===== src/rtl/fifo_write_arbiter.sv =====
// Round-robin arbiter sharing one ready/valid FIFO write port between C_NUM_PORTS producers.
// Define FIFO_ARB_BURST_EN to let a producer keep the grant for up to C_MAX_BURST beats.
module fifo_write_arbiter #(
  parameter int unsigned C_DATA_WIDTH = 8,
  parameter int unsigned C_NUM_PORTS  = 4,
  parameter int unsigned C_MAX_BURST  = 4,
  localparam int unsigned SRC_W       = $clog2(C_NUM_PORTS)
) (
  input  logic                                clk,
  input  logic                                resetn,
  input  logic [C_NUM_PORTS-1:0]              s_valid,
  output logic [C_NUM_PORTS-1:0]              s_ready,
  input  logic [C_NUM_PORTS*C_DATA_WIDTH-1:0] s_data,
  output logic                                m_valid,
  input  logic                                m_ready,
  output logic [C_DATA_WIDTH-1:0]             m_data,
  output logic [SRC_W-1:0]                    m_src
);

  logic                    r_m_valid;
  logic [C_DATA_WIDTH-1:0] r_m_data;
  logic [SRC_W-1:0]        r_m_src;
  logic [SRC_W-1:0]        r_ptr;
  logic [SRC_W-1:0]        w_ptr_d;
  logic                    w_load_en;
  logic                    w_grant_vld;
  logic                    w_hs;
  logic [SRC_W-1:0]        w_grant;
  logic [SRC_W-1:0]        w_grant_inc;
  logic [C_DATA_WIDTH-1:0] w_words [C_NUM_PORTS];

  for (genvar gi = 0; gi < C_NUM_PORTS; gi++) begin : g_unpack
    assign w_words[gi] = s_data[gi*C_DATA_WIDTH +: C_DATA_WIDTH];
  end

  assign w_load_en = !r_m_valid || m_ready;

  // First valid producer at or after r_ptr, wrapping modulo C_NUM_PORTS.
  always_comb begin
    int unsigned idx;
    w_grant_vld = 1'b0;
    w_grant     = '0;
    idx         = 0;
    for (int unsigned k = 0; k < C_NUM_PORTS; k++) begin
      idx = 32'(r_ptr) + k;
      if (idx >= C_NUM_PORTS) idx = idx - C_NUM_PORTS;
      if (!w_grant_vld && s_valid[idx[SRC_W-1:0]]) begin
        w_grant_vld = 1'b1;
        w_grant     = idx[SRC_W-1:0];
      end
    end
  end

  // Reset gates the handshake so no producer sees ready while the block is held in reset.
  assign w_hs = w_grant_vld && w_load_en && resetn;

  always_comb begin
    s_ready = '0;
    if (w_hs) s_ready[w_grant] = 1'b1;
  end

  assign w_grant_inc = (w_grant == SRC_W'(C_NUM_PORTS - 1)) ? '0 : w_grant + SRC_W'(1);

`ifdef FIFO_ARB_BURST_EN
  logic [7:0] r_bcnt;
  logic [7:0] w_bcnt_d;
  logic [7:0] w_bcnt_eff;

  // A grant to anyone other than the pointer holder starts a fresh burst.
  always_comb begin
    w_ptr_d    = r_ptr;
    w_bcnt_d   = r_bcnt;
    w_bcnt_eff = (w_grant == r_ptr) ? r_bcnt : '0;
    if (w_hs) begin
      if (32'(w_bcnt_eff) + 32'd1 < C_MAX_BURST) begin
        w_ptr_d  = w_grant;
        w_bcnt_d = w_bcnt_eff + 8'd1;
      end else begin
        w_ptr_d  = w_grant_inc;
        w_bcnt_d = '0;
      end
    end
  end

  always_ff @(posedge clk or negedge resetn) begin
    if (!resetn) r_bcnt <= '0;
    else         r_bcnt <= w_bcnt_d;
  end
`else
  logic w_unused_burst;
  assign w_unused_burst = (C_MAX_BURST != 0);

  always_comb begin
    w_ptr_d = r_ptr;
    if (w_hs) w_ptr_d = w_grant_inc;
  end
`endif

  // Drain and reload share one edge, so a full-rate stream sees no bubble.
  always_ff @(posedge clk or negedge resetn) begin
    if (!resetn) begin
      r_m_valid <= 1'b0;
      r_m_data  <= '0;
      r_m_src   <= '0;
      r_ptr     <= '0;
    end else begin
      r_ptr <= w_ptr_d;
      if (w_load_en) begin
        r_m_valid <= w_grant_vld;
        if (w_grant_vld) begin
          r_m_data <= w_words[w_grant];
          r_m_src  <= w_grant;
        end
      end
    end
  end

  assign m_valid = r_m_valid;
  assign m_data  = r_m_data;
  assign m_src   = r_m_src;

endmodule


===== config.mk =====
export PLATFORM = sky130hd
export DESIGN_NAME = fifo_write_arbiter
export DESIGN_NICKNAME = d
export VERILOG_FILES = /design/src/rtl/fifo_write_arbiter.sv
export SDC_FILE = /design/constraint.sdc
export NUM_CORES = 1
export LEC_CHECK = 0
export BUFFER_PORTS_ARGS = -buffer_cell sky130_fd_sc_hd__buf_2
export CAP_MARGIN = 20
export CORE_MARGIN = 10
export CORE_UTILIZATION = 40
export CTS_BUF_LIST = sky130_fd_sc_hd__clkbuf_8 sky130_fd_sc_hd__clkbuf_16
export DETAILED_ROUTE_END_ITERATION = 7
export PLACE_DENSITY = 0.72
export SYNTH_ARGS = -nofsm -noshare
export SYNTH_HDL_FRONTEND = slang
export SYNTH_SLANG_ARGS = --single-unit

===== constraint.sdc =====
create_clock -name clk -period 4.5 [get_ports clk]
set_input_delay 1.125 -clock clk [delete_from_list [all_inputs] [get_ports clk]]
set_output_delay 1.125 -clock clk [all_outputs]
set_load 0.01 [all_outputs]

==> summary.md <==
| Metric | Value |
|---|---|
| VDD IR max | `0.000236 V` |
| Worst R2R Setup Slack | `2.49 ns` |
| Worst setup margin | `0.437 ns` |
| Register area share after synthesis | `32.3%` |
| Final Hold Viols | `0` |
| Worst R2R Path Depth | `4` |
| Most used cell, CP | `buf_2` |
| TritonCTS clock tree | `yes` |
| Max-cap violations | `0` |
| Min Tclk post-route | `4.06 ns` |
| Layout Area Growth over Synthesis | `27.8%` |
| Clock root cell | `clkbuf_8` |
| Layout cells sized above 1 | `47.1%` |
| CP Data Required Time | `3.38 ns` |
| Hold Path Sink | `m_src[0]` |
| PortBufs | `53` |
| Clk_lat worst skew | `0.24 ns` |
| Slew Viols, Final | `0` |
| Iter 0 DRT Violations | `56` |
| Die Height | `70.2 um` |
| Pin count of the biggest net entering global routing | `15` |
| Slowest cell on crit path | `a21oi_1` |
| Crit path arrival time | `2.94 ns` |
| Post_cts resized | `0` |
| Vias in the first global route | `1045` |
| Post-synth EDFFs | `0` |
| Setup Buffers After CTS | `0` |
| Status | `finished, final reports clean` |
| Ports | `54` |
| Synth Cell Area | `1010 sq um` |
| Switch share | `41.5%` |
| CP cell instances | `buf_2 -> nor4_1 -> a21oi_1 -> nand2_1 -> nor3_1 -> buf_2` |
| H-tree levels | `1` |
| Row count | `18` |
| Die area | `4930 sq um` |
| Nets | `195` |
| WHS Path Cells | `1` |
| HP Start | `m_src[0]` |
| Total negative slack | `0 ns` |
| Placer Congestion | `0.783` |
| Setup WS pre-CTS | `0.439 ns` |
| Pwr/cell area | `468 nW/um^2` |
| Fmax | `0.246 GHz` |
| First-pass GRT wire length | `5010 um` |
| Routed vias/inst | `5.21` |
| Net Sw Power | `0.250 mW` |
| Gate power share | `51.3%` |
| Top cell family by delay on the critical path | `compound AO/OA/AOI/OAI gates` |
| Post-layout util | `53.0%` |
| Yosys warns | `0` |
| Crit start category | `input pin` |
| 1st-pass router iterations | `4` |
| Slew HR | `30.3%` |
| Post-route insts no fill | `185` |
| CTS max path bufs | `2` |
| Residual DRC count | `0` |
| FF-to-FF End | `m_data[6]` |
| Worst setup path class | `input pin to output port` |
| Worst Hold Class | `register to register` |
| RSZ-0062 raised after global routing | `no` |
| DRT Wirelength | `3060 um` |
| Flops & latches, synth | `13` |
| Wire length per cell | `16.5 um` |
| Synth Net Count | `142` |
| Antenna violations before repair | `0` |
| Critical path's largest stage delay | `0.80 ns` |
| Hpwl dp | `2430 um` |
| Crit path capture type | `output port` |
| Diode count | `0` |
| Leakage power | `0.651 nW` |
| Total GRT Usage | `12.3%` |
| Syn Area/Cell | `9.79 sq um` |
| Post-cts hold buffer count | `0` |
| R2r startpoint | `m_valid` |
| Worst-margin pin slew | `1.05 ns` |
| Clock Pin Slew Worst Setup and Hold Paths | `0.05 ns` |
| Clock sinks | `13` |
| Top_reg_cell synth | `dfrtp_1` |
| Cells after DPL | `181` |
| Final setup violation count | `0` |
| Via count | `964` |
| Grt total ovfl | `0` |
| Final ANT Viol Nets | `0` |
| Die Wd | `70.2 um` |
| Clock power share | `16.6%` |
| Initial Utilization | `41.5%` |
| FFs w/ async S/R, synth | `100%` |
| CTS buffer count | `3` |
| Post-Syn Instances | `103` |
| Int Pwr | `0.353 mW` |
| Core Area | `2430 sq um` |
| Yosys cell types | `31` |
| Clk_skew | `0.00111 ns` |
| CP bufs+invs | `2` |
| Maximum fanout along the worst path | `13` |
| Sequential Power Share | `32.1%` |
| Period utilization | `90.3%` |
## worst reg2reg max path: cells and delay by family (launching register included)
family | cells | cell delay, ns
compound gates | 3 | 1.18
simple gates | 1 | 0.31
flops | 1 | 0.39
## placed cells by master, fill, tap and decap left out, types with 2 or more instances in the layout
cell type  instances
o21ai_1            2
mux2i_1            8
inv_1             13
dfrtp_1           13
a211oi_2          10
a31oi_1            8
buf_2             53
nor2_1            10
nor3_1             4
a211oi_1           6
o21ai_0            2
nand2_1            5
nand3b_1           2
clkbuf_8           3
## through the flow
stage / hold WS (ns) / power (mW) / instance area (sq um)
floorplan: 0.512 / 0.433 / 1010
global placement: 0.500 / 0.498 / 1240
detailed placement: 0.496 / 0.508 / 1240
CTS: 0.507 / 0.609 / 1290
global route: 0.525 / 0.649 / 1290
finish: 0.503 / 0.603 / 1290
## per-layer routing
layer / global-route usage, % / vias up / share of wire [%]
met2: 21.2 / 37 / 51
met5: 0 / - / 0
met4: 5.48 / 0 / 0.92
met1: 13.5 / 443 / 40
met3: 3.67 / 2 / 8.7
li1: - / 482 / -
## Yosys cell counts, types with 2 or more instances
| cell type | number | area share, % |
|---|---|---|
| buf_6 | 2 | 2.2 |
| nand3b_1 | 2 | 1.5 |
| buf_12 | 2 | 4.0 |
| o21ai_0 | 2 | 0.99 |
| inv_1 | 12 | 4.5 |
| a211oi_2 | 10 | 12 |
| a31oi_1 | 8 | 5.0 |
| nor2_1 | 10 | 3.7 |
| nand2_1 | 5 | 1.9 |
| o21ai_1 | 2 | 0.99 |
| a211oi_1 | 6 | 4.5 |
| dfrtp_1 | 13 | 32 |
| nor3_1 | 4 | 2.0 |
| mux2i_1 | 8 | 7.9 |
## power by group through the flow
stage               Clock (mW)  Sequential [mW]  Combinational (mW)
floorplan                    0            0.207               0.225
global placement             0            0.193               0.304
detailed placement           0            0.195               0.313
CTS                      0.103            0.193               0.313
global route             0.109            0.201               0.339
finish                  0.0999            0.194               0.310
## flip-flops by register name (all words and copies together) (netlist names)
signal,count
m_valid,1
m_src,2
m_data,8
r_ptr,2
## layout make-up
class / count / area, sq um
fill: 242 / 1140
multi-input combinational: 73 / 571
sequential: 13 / 325
tap: 30 / 37.5
clock buffer: 3 / 41.3
inverter: 12 / 45.0
timing repair buffer: 53 / 265
clock inverter: 1 / 3.75
## worst max path at each step
stage	from	to	slack [ns]	cells past startpoint
2_1_floorplan	s_valid[2]	s_ready[0]	1.30	4
3_3_place_gp	s_valid[3]	s_ready[0]	0.57	6
3_5_place_dp	s_valid[3]	s_ready[3]	0.44	6
4_1_cts	s_valid[3]	s_ready[3]	0.44	6
5_1_grt	s_valid[3]	s_ready[0]	0.27	6
6_report	s_valid[3]	s_ready[3]	0.44	6
## kinds of logic (layout without fill, tap and decap cells)
logic type	Yosys count	in the layout	share of synthesized area, %
AO/OA/AOI/OAI	32	32	27.5
AND/OR/NAND/NOR	31	31	19.1
buffers and inverters	17	69	11.2
flip-flops	13	13	32.3
multiplexers	9	9	9.06
XOR/XNOR	1	1	0.869
Power figures use the tool's default switching activity.
